--- src/rtl/qie_channel_capture.sv ---
// Per-channel QIE capture: synchronise the QIE outputs, lock onto the capID rotation, buffer samples in an FWFT FIFO.
// Optional build macro QIE_DISC_LATCH_EN: out_disc reports any discriminator activity since the previous sample.
module qie_channel_capture #(
    parameter int SYNC_STAGES = 2,
    parameter int FIFO_DEPTH  = 4,
    parameter int LOCK_COUNT  = 4,
    parameter int ERR_CNT_W   = 8
) (
    input  logic                 clk,
    input  logic                 rst,
    input  logic [7:0]           qie_out,
    input  logic                 qie_ckout,
    input  logic                 qie_discout,
    output logic [5:0]           out_adc,
    output logic [1:0]           out_capid,
    output logic                 out_disc,
    output logic                 out_valid,
    input  logic                 out_ready,
    output logic                 locked,
    output logic [ERR_CNT_W-1:0] capid_err_cnt,
    output logic                 overflow,
    input  logic                 clr_err
);
    localparam int AW = $clog2(FIFO_DEPTH);
    localparam int RW = $clog2(LOCK_COUNT + 1);

    typedef enum logic {ST_SEEK = 1'b0, ST_LOCKED = 1'b1} state_t;

    logic [SYNC_STAGES-1:0]      r_ck_sync;
    logic [SYNC_STAGES-1:0]      r_disc_sync;
    logic [SYNC_STAGES-1:0][7:0] r_word_sync;
    logic                        r_ck_d;
    logic                        w_ck_s;
    logic                        w_disc_s;
    logic [7:0]                  w_word_s;
    logic                        w_edge;
    logic                        w_evt_disc;

    // All three inputs go through identical chains so they stay mutually aligned.
    always_ff @(posedge clk) begin
        if (rst) begin
            r_ck_sync   <= '0;
            r_disc_sync <= '0;
            r_word_sync <= '0;
            r_ck_d      <= 1'b0;
        end else begin
            r_ck_sync   <= {r_ck_sync[SYNC_STAGES-2:0], qie_ckout};
            r_disc_sync <= {r_disc_sync[SYNC_STAGES-2:0], qie_discout};
            r_word_sync <= {r_word_sync[SYNC_STAGES-2:0], qie_out};
            r_ck_d      <= w_ck_s;
        end
    end

    assign w_ck_s   = r_ck_sync[SYNC_STAGES-1];
    assign w_disc_s = r_disc_sync[SYNC_STAGES-1];
    assign w_word_s = r_word_sync[SYNC_STAGES-1];
    assign w_edge   = w_ck_s & ~r_ck_d;

`ifdef QIE_DISC_LATCH_EN
    logic r_disc_acc;

    // Accumulate discriminator activity between sample events; the event cycle itself is included.
    always_ff @(posedge clk) begin
        if (rst) begin
            r_disc_acc <= 1'b0;
        end else if (w_edge) begin
            r_disc_acc <= 1'b0;
        end else begin
            r_disc_acc <= r_disc_acc | w_disc_s;
        end
    end

    assign w_evt_disc = r_disc_acc | w_disc_s;
`else
    assign w_evt_disc = w_disc_s;
`endif

    logic       r_evt;
    logic [1:0] r_evt_capid;
    logic [5:0] r_evt_adc;
    logic       r_evt_disc;

    // Capture the synced word aligned with the detected ckout edge.
    always_ff @(posedge clk) begin
        if (rst) begin
            r_evt       <= 1'b0;
            r_evt_capid <= 2'd0;
            r_evt_adc   <= 6'd0;
            r_evt_disc  <= 1'b0;
        end else begin
            r_evt <= w_edge;
            if (w_edge) begin
                r_evt_capid <= w_word_s[7:6];
                r_evt_adc   <= w_word_s[5:0];
                r_evt_disc  <= w_evt_disc;
            end else begin
                r_evt_capid <= r_evt_capid;
                r_evt_adc   <= r_evt_adc;
                r_evt_disc  <= r_evt_disc;
            end
        end
    end

    state_t        r_state;
    state_t        w_state_nx;
    logic [1:0]    r_exp;
    logic [1:0]    w_exp_nx;
    logic [RW-1:0] r_run;
    logic [RW-1:0] w_run_nx;
    logic          w_push;
    logic          w_err;

    // capID rotation tracker: SEEK counts consecutive in-order capIDs, LOCKED forwards them.
    always_comb begin
        w_state_nx = r_state;
        w_exp_nx   = r_exp;
        w_run_nx   = r_run;
        w_push     = 1'b0;
        w_err      = 1'b0;
        if (r_evt) begin
            case (r_state)
                ST_SEEK: begin
                    w_exp_nx = r_evt_capid + 2'd1;
                    if ((r_run == RW'(0)) || (r_evt_capid != r_exp)) begin
                        w_run_nx = RW'(1);
                    end else begin
                        w_run_nx = r_run + RW'(1);
                    end
                    if (w_run_nx == RW'(LOCK_COUNT)) begin
                        w_state_nx = ST_LOCKED;
                        w_push     = 1'b1;
                    end else begin
                        w_state_nx = ST_SEEK;
                    end
                end
                ST_LOCKED: begin
                    if (r_evt_capid == r_exp) begin
                        w_push   = 1'b1;
                        w_exp_nx = r_exp + 2'd1;
                    end else begin
                        w_err      = 1'b1;
                        w_state_nx = ST_SEEK;
                        w_run_nx   = RW'(1);
                        w_exp_nx   = r_evt_capid + 2'd1;
                    end
                end
                default: begin
                    w_state_nx = ST_SEEK;
                    w_run_nx   = RW'(0);
                end
            endcase
        end else begin
            w_state_nx = r_state;
        end
    end

    logic       r_push;
    logic [8:0] r_push_word;

    // FSM state plus the registered push request one cycle behind the event.
    always_ff @(posedge clk) begin
        if (rst) begin
            r_state     <= ST_SEEK;
            r_exp       <= 2'd0;
            r_run       <= RW'(0);
            r_push      <= 1'b0;
            r_push_word <= 9'd0;
        end else begin
            r_state     <= w_state_nx;
            r_exp       <= w_exp_nx;
            r_run       <= w_run_nx;
            r_push      <= w_push;
            r_push_word <= w_push ? {r_evt_disc, r_evt_capid, r_evt_adc} : r_push_word;
        end
    end

    logic [8:0]  r_mem [FIFO_DEPTH];
    logic [AW:0] r_wr_ptr;
    logic [AW:0] r_rd_ptr;
    logic [AW:0] w_wr_nx;
    logic [AW:0] w_rd_nx;
    logic        w_full;
    logic        w_pop;
    logic        w_wr_en;
    logic        w_ovf_evt;
    logic [8:0]  w_head_nx;
    logic        r_out_valid;
    logic [8:0]  r_out_word;

    assign w_full    = (r_wr_ptr[AW] != r_rd_ptr[AW]) && (r_wr_ptr[AW-1:0] == r_rd_ptr[AW-1:0]);
    assign w_pop     = r_out_valid & out_ready;
    assign w_wr_en   = r_push & (~w_full | w_pop);
    assign w_ovf_evt = r_push & w_full & ~w_pop;
    assign w_wr_nx   = r_wr_ptr + {{AW{1'b0}}, w_wr_en};
    assign w_rd_nx   = r_rd_ptr + {{AW{1'b0}}, w_pop};

    // Head word after this cycle's push/pop; bypass when the new word lands at the head slot.
    always_comb begin
        if (w_wr_en && (r_wr_ptr[AW-1:0] == w_rd_nx[AW-1:0])) begin
            w_head_nx = r_push_word;
        end else begin
            w_head_nx = r_mem[w_rd_nx[AW-1:0]];
        end
    end

    // FIFO storage is not reset; only entries between the pointers are ever read.
    always_ff @(posedge clk) begin
        if (w_wr_en) begin
            r_mem[r_wr_ptr[AW-1:0]] <= r_push_word;
        end
    end

    // Pointers and registered head; the head holds its last value while empty.
    always_ff @(posedge clk) begin
        if (rst) begin
            r_wr_ptr    <= '0;
            r_rd_ptr    <= '0;
            r_out_valid <= 1'b0;
            r_out_word  <= 9'd0;
        end else begin
            r_wr_ptr    <= w_wr_nx;
            r_rd_ptr    <= w_rd_nx;
            r_out_valid <= (w_wr_nx != w_rd_nx);
            r_out_word  <= (w_wr_nx != w_rd_nx) ? w_head_nx : r_out_word;
        end
    end

    logic [ERR_CNT_W-1:0] r_err_cnt;
    logic                 r_overflow;

    // Error bookkeeping; a clear wins over a coincident error or overflow.
    always_ff @(posedge clk) begin
        if (rst || clr_err) begin
            r_err_cnt  <= '0;
            r_overflow <= 1'b0;
        end else begin
            r_err_cnt  <= (w_err && (r_err_cnt != {ERR_CNT_W{1'b1}})) ? r_err_cnt + ERR_CNT_W'(1) : r_err_cnt;
            r_overflow <= r_overflow | w_ovf_evt;
        end
    end

    assign out_valid     = r_out_valid;
    assign out_disc      = r_out_word[8];
    assign out_capid     = r_out_word[7:6];
    assign out_adc       = r_out_word[5:0];
    assign locked        = (r_state == ST_LOCKED);
    assign capid_err_cnt = r_err_cnt;
    assign overflow      = r_overflow;

endmodule
--- config.mk ---
export PLATFORM = sky130hd
export DESIGN_NAME = qie_channel_capture
export DESIGN_NICKNAME = d
export VERILOG_FILES = /design/src/rtl/qie_channel_capture.sv
export SDC_FILE = /design/constraint.sdc
export NUM_CORES = 1
export LEC_CHECK = 0
export CORE_ASPECT_RATIO = 0.9
export CORE_UTILIZATION = 56
export CTS_CLUSTER_SIZE = 8
export DETAILED_ROUTE_END_ITERATION = 8
export DONT_BUFFER_PORTS = 1
export HOLD_SLACK_MARGIN = 0.12
export PLACE_DENSITY_LB_ADDON = 0.12
export SYNTH_ARGS = -nofsm -noshare
export SYNTH_HDL_FRONTEND = slang
export SYNTH_SLANG_ARGS = --single-unit
--- constraint.sdc ---
create_clock -name clk -period 2.6 [get_ports clk]
set_input_delay 0.26 -clock clk [delete_from_list [all_inputs] [get_ports clk]]
set_output_delay 0.26 -clock clk [all_outputs]
set_load 0.02 [all_outputs]
## Word-level counts from Yosys, hierarchy flattened

Memory sizes are Yosys's and may differ from the RTL's. A register that Yosys moved wholly into a read port is not among the register bits.
Cells that the tools add are included.

| operators by class | value |
|---|---|
| add/subtract/negate cells | 6 |
| equal/unequal tests | 8 |
| multiplexer cells | 16 |
| bitwise gates (word level) | 11 |
| reductions and logical operators | 6 |

Operator list:

| cell | number |
|---|---|
| $mux W3 | 4 |
| $add A8 B1 Y8 const B | 1 |
| $mux W1 | 8 |
| $ne A8 B8 Y1 const B | 1 |
| $add A3 B1 Y3 | 2 |
| $pmux W3 S2 | 1 |
| $and A1 B1 Y1 | 5 |
| $add A2 B1 Y2 const B | 2 |
| $eq A2 B2 Y1 | 2 |
| $not A1 Y1 | 4 |
| $pmux W2 S2 | 1 |
| $add A3 B1 Y3 const B | 1 |
| $eq A3 B3 Y1 const B | 1 |
| $logic_not A3 Y1 | 1 |
| $ne A3 B3 Y1 | 1 |
| $logic_and A1 B1 Y1 | 2 |
| $logic_or A1 B1 Y1 | 2 |
| $mux W2 | 1 |
| $ne A2 B2 Y1 | 1 |
| $ne A2 B2 Y1 const B | 1 |
| $or A1 B1 Y1 | 2 |
| $pmux W1 S2 | 1 |
| $reduce_and A2 Y1 | 1 |
| $ne A1 B1 Y1 | 1 |

| storage, ports and cells | value |
|---|---|
| register bits | 63 |
| memory bits (writable) | 36 |
| bits of input ports | 14 |
| output and inout bits | 20 |
| memories kept | 1 |

Memory list:

| memory | words | width | read ports | clocked after memory_dff | write ports | RTL line | RTL |
|---|---|---|---|---|---|---|---|
| r_mem | 4 | 9 | 1 | 1 | 1 | 177 | `logic [8:0] r_mem [FIFO_DEPTH];` |

## Logic depth before layout (Yosys ltp)

| depth | value |
|---|---|
| depth after elaboration | 9 |
| gate-level depth with buffers | 11 |
| gate-level depth less buffers | 9 |

## Least setup slack after synthesis

Ideal clock, no wire load.

| path | value |
|---|---|
| kind | reg2reg |
| start point | register r_out_valid (netlist: out_valid) |
| end point | register r_out_word[0], read port of r_mem |
| library setup time | 0.124 ns |
| data arrival time | 2.559 ns |
| required time | 2.476 ns |
| setup slack | -0.083 ns |
| cell stages (with the launch flop) | 12 |
| path buffers | 2 |
| clock period less this slack | 2.683 ns |
| cell sequence | dfxtp_1 > and2_1 > o41ai_2 > inv_1 > buf_2 > ha_1 > ha_1 > xor2_1 > or2_2 > clkbuf_1 > o31ai_1 > a31oi_1 |

| on the way | value |
|---|---|
| longest elaborated chain between the ends | 5 |

RTL lines:

| what | RTL line | RTL |
|---|---|---|
| start: declaration | 187 | `logic r_out_valid;` |
| start signal: assignment | 223 | `r_out_valid <= (w_wr_nx != w_rd_nx);` |
| $and A1 B1 Y1 | 191 | `assign w_pop = r_out_valid & out_ready;` |
| $or A1 B1 Y1 | 192 | `assign w_wr_en = r_push & (~w_full \| w_pop);` |
| $and A1 B1 Y1 | 192 |  |
| $add A3 B1 Y3 | 194 | `assign w_wr_nx = r_wr_ptr + {{AW{1'b0}}, w_wr_en};` |
| net w_wr_nx[1] | 180 | `logic [AW:0] w_wr_nx;` |
| $ne A3 B3 Y1 | 224 | `r_out_word <= (w_wr_nx != w_rd_nx) ? w_head_nx : r_out_word;` |
| end: declaration | 188 | `logic [8:0] r_out_word;` |

The timed path passes the listed nets, and every way through them passes these cells.
A chain may end at the register's enable or synchronous reset.

## Worst setup path after layout

| path | value |
|---|---|
| start point | register r_wr_ptr[2] |
| end point | register r_out_word[0], read port of r_mem |

| on the way | value |
|---|---|
| longest elaborated chain between the ends | 7 |

RTL lines:

| what | RTL line | RTL |
|---|---|---|
| start: declaration | 178 | `logic [AW:0] r_wr_ptr;` |
| start signal: assignment | 221 | `r_wr_ptr <= w_wr_nx;` |
| $ne A1 B1 Y1 | 190 | `assign w_full = (r_wr_ptr[AW] != r_rd_ptr[AW]) && (r_wr_ptr[AW-1:0] == r_rd_ptr[AW-1:0]);` |
| $logic_and A1 B1 Y1 | 190 |  |
| $not A1 Y1 | 192 |  |
| $or A1 B1 Y1 | 192 |  |
| $and A1 B1 Y1 | 192 |  |
| $add A3 B1 Y3 (*) | 194 |  |
| $ne A3 B3 Y1 (*) | 224 |  |

Mark *: on every way between the ends. The rest lies on a longest branch, timed or not.

==> flow_summary.toml <==
[die]
ios = 34
die_h_microns = 85.77
start_util_pct = 57.88
die_x_microns = 95.08
core_area_sq_um = 7545
rows = 30
die_area_sq_um = 8155

[clock_tree]
clk_path_buf_depth = 2
clk_latency_ns = 0.36
cts.sinks = 108
cts_root_buf = "clkbuf_8"
path_clk_slew_ns = 0.11
htreeDepth = 3
cts_setup_buffers = 0
cts_tree = "built"
numCtsBuffers = 9

[cells_and_area]
layout-drive-gt1-share_pct = 14.54
post-route-cell-area_sq_um = 4868
fin_util_pct = 64.53
fillers = 584
antenna_cells = 0
num-nets-final = 415
area_growth_pct = 11.49

[route]
drc = 0
drt_iter0_drc = 200
routedWlPerCell_microns = 16.62
routed_wl_mm = 8.229
detail-route-antenna-nets = 0
viasPerCell = 5.778
dr.pass1.iters = 4
vias = 2860

[yosys]
synth_compound_area_share_pct = 10.32
synth_top_family_by_area = "simple AND/OR/NAND/NOR gates"
synth_fa_ha_area_share_pct = 2.006
synth_cell_types = 48
synth_edf_count = 36
ys.flop_type = "dfxtp_1"
ys_ff_latch = 108
synth_nets = 400
mappedNetlistArea_sq_um = 4367
synth_xor_area_share_pct = 4.241
synth_area_per_cell_sq_um = 11.52
ys_seq_area_share_pct = 57.77
synthCells = 379
synthMuxAreaShare_pct = 6.934
async_reset_ff_share_pct = 0
synthSimpleGateAreaFrac_pct = 15.64
yosys_warnings = 0

[critical_path]
rrSetupSlack_ns = 0.15
crit_path_end_kind = "register"
worstPathRequired_ns = 2.89
worstReg2RegEnd = "r_out_word[0]"
critPathMaxFanout = 9
crit_arrival_ns = 2.74
rr_worst_depth = 9
cp_num_buf_inv = 1
crit_type = "reg -> reg"
slowest_delay_ns = 0.38
r2r_start = "r_wr_ptr[2]"
cp_common_cell = "ha_1"
critPathLaunchType = "register"
cpLargestDelayFamily = "XOR/XNOR gates"
worstPathCellList = "xnor2_1 > o41ai_2 > inv_1 > ha_1 > ha_1 > xnor2_4 > xor2_4 > o31ai_1 > a31oi_1"
critical_path.slowest_cell = "o41ai_2"

[grt]
antenna_found_initial = 0
grt_pass1_wl_mm = 13.19
gr-usage-all-layers_pct = 21.64
overflow = 0
grt_max_degree = 46
grt_pass1_vias = 2716

[timing]
tightest_slew_ns = 0.6808
period_share_pct = 94.32
relSlewSlack_pct = 54.27
fmax_mhz = 407.8
setup_viol = 0
hold_violations = 0
setup_slack_ns = 0.1476
finalCriticalPeriod_ns = 2.452
slew_violations = 0
worst_clock_skew_ns = 0.009020

[run]
maxCapViolations = 0

[min_path]
holdPathEnd = "r_evt_capid[0]"
min_path_cells = 2
hp-class = "in -> reg"
hp-start = "rst"

[placed_design]
gp_congestion = 0.8196
port_buffers = 0
pre_cts_slack_ns = 0.1253
dpl.hpwl_mm = 5.495
dpl_cell_area_sq_um = 4497

[power_and_ir_drop]
p_seq_share_pct = 61.6
combPwrFrac_pct = 2.6
intPower_mw = 2.212
switching_share_pct = 22.40
irDropWorstVdd_v = 0.0004830
power.density_nw_per_um2 = 585.6
switching_power_uw = 638.7
p_clk_share_pct = 35.8
leakagePower_nw = 1.583

[run_status]
status = "finished, final reports clean"
Yosys cell counts (all sizes together), types with 2 or more instances:
| library cell | instances | area, sq um |
|---|---|---|
| dfxtp | 72 | 1441 |
| nand2 | 42 | 157.7 |
| edfxtp | 36 | 1081 |
| nor2b | 28 | 175.2 |
| a21oi | 22 | 110.1 |
| o31ai | 18 | 135.1 |
| nand3 | 14 | 70.07 |
| nor2 | 13 | 48.80 |
| buf | 12 | 71.31 |
| nand4 | 12 | 75.07 |
| clkbuf | 11 | 41.29 |
| mux2i | 10 | 100.1 |
| a31oi | 9 | 56.30 |
| mux4 | 9 | 202.7 |
| o21ai | 9 | 45.04 |
| xnor2 | 9 | 101.4 |
| ha | 7 | 87.58 |
| xor2 | 7 | 83.83 |
| inv | 5 | 18.77 |
| and2 | 3 | 18.77 |
| nand2b | 3 | 18.77 |
| or2 | 3 | 18.77 |
| or4 | 3 | 22.52 |
| a211oi | 2 | 20.02 |
| nor3 | 2 | 10.01 |
| nor3b | 2 | 15.01 |
| o41ai | 2 | 25.03 |
power by group through the flow:
stage	logic [mW]	clock network (mW)	registers, mW
2_1_floorplan	0.0488	0	1.79
3_3_place_gp	0.0480	0	1.79
3_5_place_dp	0.0500	0	1.79
4_1_cts	0.0749	1.05	1.76
5_1_grt	0.0814	1.11	1.76
6_report	0.0742	1.02	1.75
worst max path at each step:
stage                start       endpoint  slack, ns  cells after the start
2_1_floorplan  r_wr_ptr[2]  r_out_word[0]       0.03                     11
3_3_place_gp   r_wr_ptr[2]  r_out_word[4]       0.18                      9
3_5_place_dp   r_wr_ptr[2]  r_out_word[5]       0.13                      9
4_1_cts        r_wr_ptr[2]  r_out_word[2]       0.08                      9
5_1_grt        r_rd_ptr[2]  r_out_word[6]      -0.02                      9
6_report       r_wr_ptr[2]  r_out_word[0]       0.15                      9
cells by family (layout without fill, tap and decap cells):
family / Yosys count / after routing
fa+ha+maj: 7 / 7
xor+xnor: 16 / 16
compound gates: 68 / 68
simple gates: 132 / 132
buf+inv: 29 / 49
mux: 19 / 19
flops: 108 / 108
placed cells by master, fill, tap and decap left out, types with 12 or more instances in the layout:
master / netlist / layout
a21oi_1: 22 / 22
buf_4: 2 / 16
dfxtp_1: 72 / 69
edfxtp_1: 36 / 36
nand2_1: 42 / 42
nand3_1: 14 / 14
nand4_1: 12 / 12
nor2_1: 13 / 13
nor2b_1: 28 / 28
o31ai_1: 18 / 17
per-layer routing:
layer	wire [microns]	vias up	GRT usage, %
met4	81	0	7.713
met5	0	-	0
met2	3923	75	33.05
met1	3794	1380	29.24
li1	-	1399	-
met3	429	6	6.560
what timing repair did:
action                                 4_1_cts  5_1_grt
hold buffers                                11        0
setup endpoints to repair                    0        9
resized for setup                            0        6
endpoints found under the hold margin       45        0
sequential cells by signal, summed over array words and instances, names as in the netlist:
name	flops
r_rd_ptr	3
r_evt_adc	6
r_evt	1
r_evt_capid	2
r_run	3
r_ck_sync	2
out_valid	1
r_exp	2
r_mem	36
overflow	1
r_push	1
r_disc_sync	2
r_wr_ptr	3
r_evt_disc	1
r_word_sync	8
r_out_word	9
locked	1
w_word_s	8
r_ck_d	1
r_push_word	9
capid_err_cnt	8
stage by stage:
stage | cells | TNS, ns | total power [mW] | hold WS [ns]
final | 495 | 0 | 2.851 | 0.1833
after global routing | 495 | -0.03485 | 2.951 | 0.1671
after CTS | 495 | 0 | 2.877 | 0.1630
after detailed placement | 468 | 0 | 1.844 | 0.3351
after global placement | 468 | 0 | 1.841 | 0.3328
after floorplan | 379 | 0 | 1.840 | 0.3882
final cells by class:
type / count / area (sq um) / area share (%)
multi-input cells: 242 / 1750 / 35.95
inverters: 6 / 22.52 / 0.4626
flip-flops and latches: 108 / 2526 / 51.89
clock buffers: 10 / 148.9 / 3.058
clock inverters: 6 / 60.06 / 1.234
well taps: 96 / 120.1 / 2.467
repair buffers: 27 / 240.2 / 4.934
(Power assumes the default switching activity.)
